==> src/rtl/cellram_async_ctrl.sv <==
// ---------------------------------------------------------------------------
// cellram_async_ctrl
//
// Asynchronous-mode CellularRAM / PSRAM controller. Accepts one read or write
// request at a time on a valid/ready handshake and sequences the memory pins
// through IDLE -> SETUP -> ACC -> (write: HOLD) -> RECOVER -> IDLE. Every
// memory control output is driven from a flop, so the pins never glitch.
//
// Optional feature (compile-time macro):
//   CELLRAM_WAIT_EN - once the ACC counter has expired, ACC is stretched
//                     while mt_wait=1. Without it mt_wait is ignored.
//
// Parameters:
//   ADDR_W  word-address width
//   DATA_W  data width (8 or 16), byte lanes BL = DATA_W/8
//   RD_WAIT read access cycles (1..15)
//   WR_WAIT write-enable low cycles (1..15)
//   REC_CYC recovery cycles (1..15)
//
// Ports:
//   clk, rst                 clock, synchronous active-high reset
//   req_valid/req_ready      request handshake (ready only in IDLE)
//   req_we, req_addr, req_wdata, req_be   request fields
//   rsp_valid, rsp_rdata     one-cycle completion pulse, read data (held)
//   mt_addr, mt_dq_o, mt_dq_oe, mt_dq_i   memory address and data bus
//   mt_ce_n, mt_oe_n, mt_we_n, mt_lb_n, mt_ub_n, mt_adv_n   active-low controls
//   mt_clk, mt_cre           tied low (asynchronous mode only)
//   mt_wait                  memory wait (used only with CELLRAM_WAIT_EN)
// ---------------------------------------------------------------------------
module cellram_async_ctrl #(
  parameter int ADDR_W  = 23,
  parameter int DATA_W  = 16,
  parameter int RD_WAIT = 4,
  parameter int WR_WAIT = 4,
  parameter int REC_CYC = 1
) (
  input  logic                  clk,
  input  logic                  rst,
  input  logic                  req_valid,
  output logic                  req_ready,
  input  logic                  req_we,
  input  logic [ADDR_W-1:0]     req_addr,
  input  logic [DATA_W-1:0]     req_wdata,
  input  logic [DATA_W/8-1:0]   req_be,
  output logic                  rsp_valid,
  output logic [DATA_W-1:0]     rsp_rdata,
  output logic [ADDR_W-1:0]     mt_addr,
  output logic [DATA_W-1:0]     mt_dq_o,
  output logic                  mt_dq_oe,
  input  logic [DATA_W-1:0]     mt_dq_i,
  output logic                  mt_ce_n,
  output logic                  mt_oe_n,
  output logic                  mt_we_n,
  output logic                  mt_lb_n,
  output logic                  mt_ub_n,
  output logic                  mt_adv_n,
  output logic                  mt_clk,
  output logic                  mt_cre,
  input  logic                  mt_wait
);

  localparam int BL = DATA_W / 8;

  typedef enum logic [2:0] {
    S_IDLE,
    S_SETUP,
    S_ACC,
    S_HOLD,
    S_RECOVER
  } state_t;

  state_t state_reg, state_next;

  logic [3:0]        cnt_reg, cnt_next;
  logic              we_reg, we_next;
  logic [BL-1:0]     be_reg, be_next;
  logic [DATA_W-1:0] wdata_reg, wdata_next;

  // Registered pin images
  logic [ADDR_W-1:0] addr_reg, addr_next;
  logic [DATA_W-1:0] dq_o_reg, dq_o_next;
  logic              dq_oe_reg, dq_oe_next;
  logic              ce_n_reg, ce_n_next;
  logic              oe_n_reg, oe_n_next;
  logic              we_n_reg, we_n_next;
  logic              lb_n_reg, lb_n_next;
  logic              ub_n_reg, ub_n_next;
  logic              adv_n_reg, adv_n_next;
  logic              rsp_valid_reg, rsp_valid_next;
  logic [DATA_W-1:0] rdata_reg, rdata_next;

  logic              accept;
  logic              acc_done;
  logic              bus_active_next;
  logic [BL-1:0]     lane_n_next;
  logic [DATA_W-1:0] rd_masked;

  // ACC completes when its counter has run out; with wait support the
  // memory can additionally stretch it by holding mt_wait high.
`ifdef CELLRAM_WAIT_EN
  assign acc_done = (cnt_reg == 4'd0) && !mt_wait;
`else
  logic wait_unused;
  assign wait_unused = mt_wait;
  assign acc_done    = (cnt_reg == 4'd0);
`endif

  assign req_ready = (state_reg == S_IDLE);
  assign accept    = req_valid && req_ready;

  // Per-lane select and read-data masking
  generate
    for (genvar gi = 0; gi < BL; gi++) begin : g_lane
      assign lane_n_next[gi]        = ~(bus_active_next && be_next[gi]);
      assign rd_masked[gi*8 +: 8]   = be_reg[gi] ? mt_dq_i[gi*8 +: 8] : 8'h00;
    end
    if (BL > 1) begin : g_ub
      assign ub_n_next = lane_n_next[1];
    end else begin : g_no_ub
      assign ub_n_next = 1'b1;
    end
  endgenerate

  assign lb_n_next = lane_n_next[0];

  // Next-state and next pin values. Pin images are derived from the state
  // being entered so that the flopped pins line up with the state register.
  always_comb begin
    state_next = state_reg;
    cnt_next   = cnt_reg;

    case (state_reg)
      S_IDLE: begin
        if (accept) begin
          state_next = S_SETUP;
        end
      end
      S_SETUP: begin
        state_next = S_ACC;
        cnt_next   = we_reg ? 4'(WR_WAIT - 1) : 4'(RD_WAIT - 1);
      end
      S_ACC: begin
        if (acc_done) begin
          if (we_reg) begin
            state_next = S_HOLD;
          end else begin
            state_next = S_RECOVER;
            cnt_next   = 4'(REC_CYC - 1);
          end
        end else if (cnt_reg != 4'd0) begin
          cnt_next = cnt_reg - 4'd1;
        end
      end
      S_HOLD: begin
        state_next = S_RECOVER;
        cnt_next   = 4'(REC_CYC - 1);
      end
      S_RECOVER: begin
        if (cnt_reg == 4'd0) begin
          state_next = S_IDLE;
        end else begin
          cnt_next = cnt_reg - 4'd1;
        end
      end
      default: begin
        state_next = S_IDLE;
        cnt_next   = 4'd0;
      end
    endcase

    // Request fields are captured on acceptance and held for the transaction
    we_next    = accept ? req_we    : we_reg;
    be_next    = accept ? req_be    : be_reg;
    wdata_next = accept ? req_wdata : wdata_reg;
    addr_next  = accept ? req_addr  : addr_reg;

    bus_active_next = (state_next == S_SETUP) || (state_next == S_ACC) ||
                      (state_next == S_HOLD);

    ce_n_next  = !bus_active_next;
    adv_n_next = !bus_active_next;
    oe_n_next  = !((state_next == S_ACC) && !we_next);
    // A write with no byte enabled runs the full timing without strobing WE#
    we_n_next  = !((state_next == S_ACC) && we_next && (|be_next));
    dq_oe_next = bus_active_next && we_next;
    dq_o_next  = dq_oe_next ? wdata_next : '0;

    rsp_valid_next = (state_next == S_RECOVER) && (state_reg != S_RECOVER);

    // Read data is sampled on the edge that leaves ACC and held otherwise
    rdata_next = rdata_reg;
    if ((state_reg == S_ACC) && !we_reg && acc_done) begin
      rdata_next = rd_masked;
    end
  end

  always_ff @(posedge clk) begin
    if (rst) begin
      state_reg     <= S_IDLE;
      cnt_reg       <= 4'd0;
      we_reg        <= 1'b0;
      be_reg        <= '0;
      wdata_reg     <= '0;
      addr_reg      <= '0;
      dq_o_reg      <= '0;
      dq_oe_reg     <= 1'b0;
      ce_n_reg      <= 1'b1;
      oe_n_reg      <= 1'b1;
      we_n_reg      <= 1'b1;
      lb_n_reg      <= 1'b1;
      ub_n_reg      <= 1'b1;
      adv_n_reg     <= 1'b1;
      rsp_valid_reg <= 1'b0;
      rdata_reg     <= '0;
    end else begin
      state_reg     <= state_next;
      cnt_reg       <= cnt_next;
      we_reg        <= we_next;
      be_reg        <= be_next;
      wdata_reg     <= wdata_next;
      addr_reg      <= addr_next;
      dq_o_reg      <= dq_o_next;
      dq_oe_reg     <= dq_oe_next;
      ce_n_reg      <= ce_n_next;
      oe_n_reg      <= oe_n_next;
      we_n_reg      <= we_n_next;
      lb_n_reg      <= lb_n_next;
      ub_n_reg      <= ub_n_next;
      adv_n_reg     <= adv_n_next;
      rsp_valid_reg <= rsp_valid_next;
      rdata_reg     <= rdata_next;
    end
  end

  assign mt_addr   = addr_reg;
  assign mt_dq_o   = dq_o_reg;
  assign mt_dq_oe  = dq_oe_reg;
  assign mt_ce_n   = ce_n_reg;
  assign mt_oe_n   = oe_n_reg;
  assign mt_we_n   = we_n_reg;
  assign mt_lb_n   = lb_n_reg;
  assign mt_ub_n   = ub_n_reg;
  assign mt_adv_n  = adv_n_reg;
  assign mt_clk    = 1'b0;
  assign mt_cre    = 1'b0;
  assign rsp_valid = rsp_valid_reg;
  assign rsp_rdata = rdata_reg;

endmodule

==> config.mk <==
export PLATFORM = sky130hd
export DESIGN_NAME = cellram_async_ctrl
export DESIGN_NICKNAME = d
export VERILOG_FILES = /design/src/rtl/cellram_async_ctrl.sv
export SDC_FILE = /design/constraint.sdc
export NUM_CORES = 1
export LEC_CHECK = 0
export BUFFER_PORTS_ARGS = -buffer_cell sky130_fd_sc_hd__buf_4
export CAP_MARGIN = 40
export CELL_PAD_IN_SITES_DETAIL_PLACEMENT = 1
export CELL_PAD_IN_SITES_GLOBAL_PLACEMENT = 1
export CORE_MARGIN = 5
export CORE_UTILIZATION = 31
export DETAILED_ROUTE_END_ITERATION = 10
export GPL_TIMING_DRIVEN = 0
export PLACE_DENSITY = 0.77
export SYNTH_ARGS = -nofsm -noshare
export SYNTH_HDL_FRONTEND = slang
export SYNTH_SLANG_ARGS = --single-unit
==> constraint.sdc <==
create_clock -name clk -period 1.8 [get_ports clk]
set_input_delay 0.09 -clock clk [delete_from_list [all_inputs] [get_ports clk]]
set_output_delay 0.09 -clock clk [all_outputs]
set_load 0.02 [all_outputs]
==> run metrics <==
core box area slightly below 10000 um2; r2r worst-path depth 7; dominant synthesized flop cell dfxtp_1; ratio of final minimum period to clock period 1.01; Num Clock Sinks 88; Cells after DPL 606; GPL Wtd Cong about 0.83; worst min-delay path category in2reg; peak supply drop 0.000589 V; Netlist cell types 34; CTS tree yes; clk_lat worst skew 0.37 ns; worst slack, placed -0.453 ns; Chip Height between 100 and 150 um; hold depth 3; H-tree levels 3; status finished with violations; slowest cell on the critical path nor4b_1; Tot GR Track Use 0.185; nets 611; IO Count about 130; drt total wl 11100 um; Setup Skew about 0.011 ns; Final Setup Violations 1; WS Path Type reg2reg; Slew headroom 0.595; Worst Tran Pin Value 0.608 ns; CP Capture Type flip-flop; DRC errors left 0; crit path launch cnt_reg[1]; Worst setup SP type flip-flop; min-delay src mt_dq_i[12]; Buf/Inv on CP 2; max reg flops 23; chip width approximately 110 um; GRT overflow 0; area of the multi-input gates 1360 um2; Final Max Slew Viols 0; yosys warns 0; Syn Area/Cell 8.98 um2; sequential area share after synthesis 0.564; Post-synth EDFFs 0; CP top delay family simple AND/OR/NAND/NOR gates; Synth Register Bits about 90; final hold vios 0; HPWL after DPL 7180 um; Tot Pwr 4470 uW; Initial Util 0.318; Buffers on Ports approximately 120; vias in the first global route around 3600; via/cell ratio roughly 4.6; Mapped Area around 3100 um2; WP data required 2.10 ns; root buffer cell clkbuf_8; share of cells above drive strength 1 0.355; ys async rst share 0; largest net degree at the start of global routing 18; Storage cell area approximately 1800 um2; clock-pin slew on the worst setup and hold paths 0.10 ns; RR Startpoint cnt_reg[1]; PwrDens about 860 nW/um2; post-route antenna net violation count 0; Final Instance Area 5220 um2; First-pass DRT Iterations 4; first-iteration detailed-routing DRC count 120; final setup margin -0.0246 ns; P&R area growth vs syn 67.2%; Core Rows 36; MaxCap Viol Count 0; leakage power figure about 0.0022 uW; Non-Filler Instances 685; initial antenna violation count 0; number of diodes 0; Post-DP Area approximately 4200 um2; worst hold margin about 0.008 ns; crit-path max FO 3; CTS max path bufs 2; CP max stage delay 0.46 ns; critical path depth 7; global-route wire length before repair between 15000 and 20000 um; Worst EP arrival approximately 2.1 ns; violated checks negative setup slack; vias approximately 3200; fillcell total around 1200; RSZ-0062 raised after global routing true; worst path cell trace inv_2 -> ha_4 -> buf_4 -> nor4b_1 -> a211oi_2 -> or3_1 -> a21oi_1; Mapped Cells between 300 and 400; area of the die ~12000 um2; wire per inst about 16 um; fmax 0.548 GHz; fin crit period between 1.5 and 2 ns; CTS Buf Count 9
==> cell type report <==
class	instances	area share
Sequential cell	88	0.339
Timing Repair Buffer	191	0.305
Multi-Input combinational cell	229	0.261
Tap cell	133	0.0319
Buffer	23	0.0247
Clock buffer	9	0.0237
Clock inverter	7	0.0117
Inverter	5	0.00359
==> layer usage <==
metal  routed length [um]  global-route usage  vias to the layer above
met5                    0                   0                        -
met4                  124              0.0519                        0
met3                  811              0.0623                       11
met2                 6150               0.359                       95
met1                 3990               0.187                     1535
li1                     -                   -                     1544
==> stage by stage <==
stage | setup TNS (ns) | util
CTS | 0 | 0.525
global route | -0.290 | 0.532
detailed placement | -16.79 | 0.431
floorplan | -0.0782 | -
finish | -0.0246 | 0.532
global placement | -13.85 | 0.431
==> worst paths after layout <==
path,end,slack [ns]
worst min register to register,mt_addr[21],0.46
worst max-delay path,cnt_reg[1],-0.02
worst max register to register,cnt_reg[1],-0.02
worst min-delay path,rsp_rdata[12],0.008
==> tightest hold or removal path, stage by stage <==
cell	delay, ns
buf_4	0.11
nand3_1	0.07
a21oi_1	0.07
==> cells in the final DEF, fill, tap and decap left out, types with 9 or more instances in the layout <==
cell / count
clkbuf_1: 10
nor2_1: 31
dlygate4sd3_1: 54
mux2i_1: 19
nand3_1: 18
a21oi_1: 43
dfxtp_1: 84
nand2_1: 68
clkbuf_8: 9
buf_4: 140
==> cells in the mapped netlist, types with 3 or more instances <==
cell      number  area (um2)
nand2b_1       4        25.0
nor2b_1        3        18.8
nand2_1       69         259
inv_1          5        18.8
or3_1          3        18.8
clkbuf_1      20        75.1
nand3_1       18        90.1
buf_4          3        22.5
dfxtp_1       88        1760
nor2_1        38         143
a21oi_1       43         215
o21ai_0        5        25.0
mux2i_1       20         200
==> logic make-up (layout without fill, tap and decap cells) <==
logic type / Yosys count / in the layout / synth area share
AOI/OAI and AO/OA: 56 / 56 / 0.0973
adders and majority gates: 2 / 2 / 0.00801
xor gates and xnor gates: 1 / 1 / 0.00280
DFF: 88 / 88 / 0.564
buffers and inverters: 32 / 235 / 0.0453
other: 1 / 2 / 0.00120
and+or+nand+nor: 148 / 148 / 0.217
muxes: 20 / 20 / 0.0641
==> timing repair <==
action / CTS / global route
setup buffers: 11 / 1
pin swaps: 5 / 4
gates cloned: 1 / 0
endpoints found under the setup margin: 75 / 53
endpoints found under the hold margin: 68 / 1
hold buffers: 53 / 1
resized for setup: 29 / 29
==> report_power, final <==
| group | total (uW) | switching, uW | internal, uW |
|---|---|---|---|
| sequential | 2120 | 62.2 | 2060 |
| combinational | 1040 | 529 | 514 |
| clock | 1310 | 779 | 530 |
| total | 4470 | 1370 | 3100 |
Power figures use the tool's default switching activity.
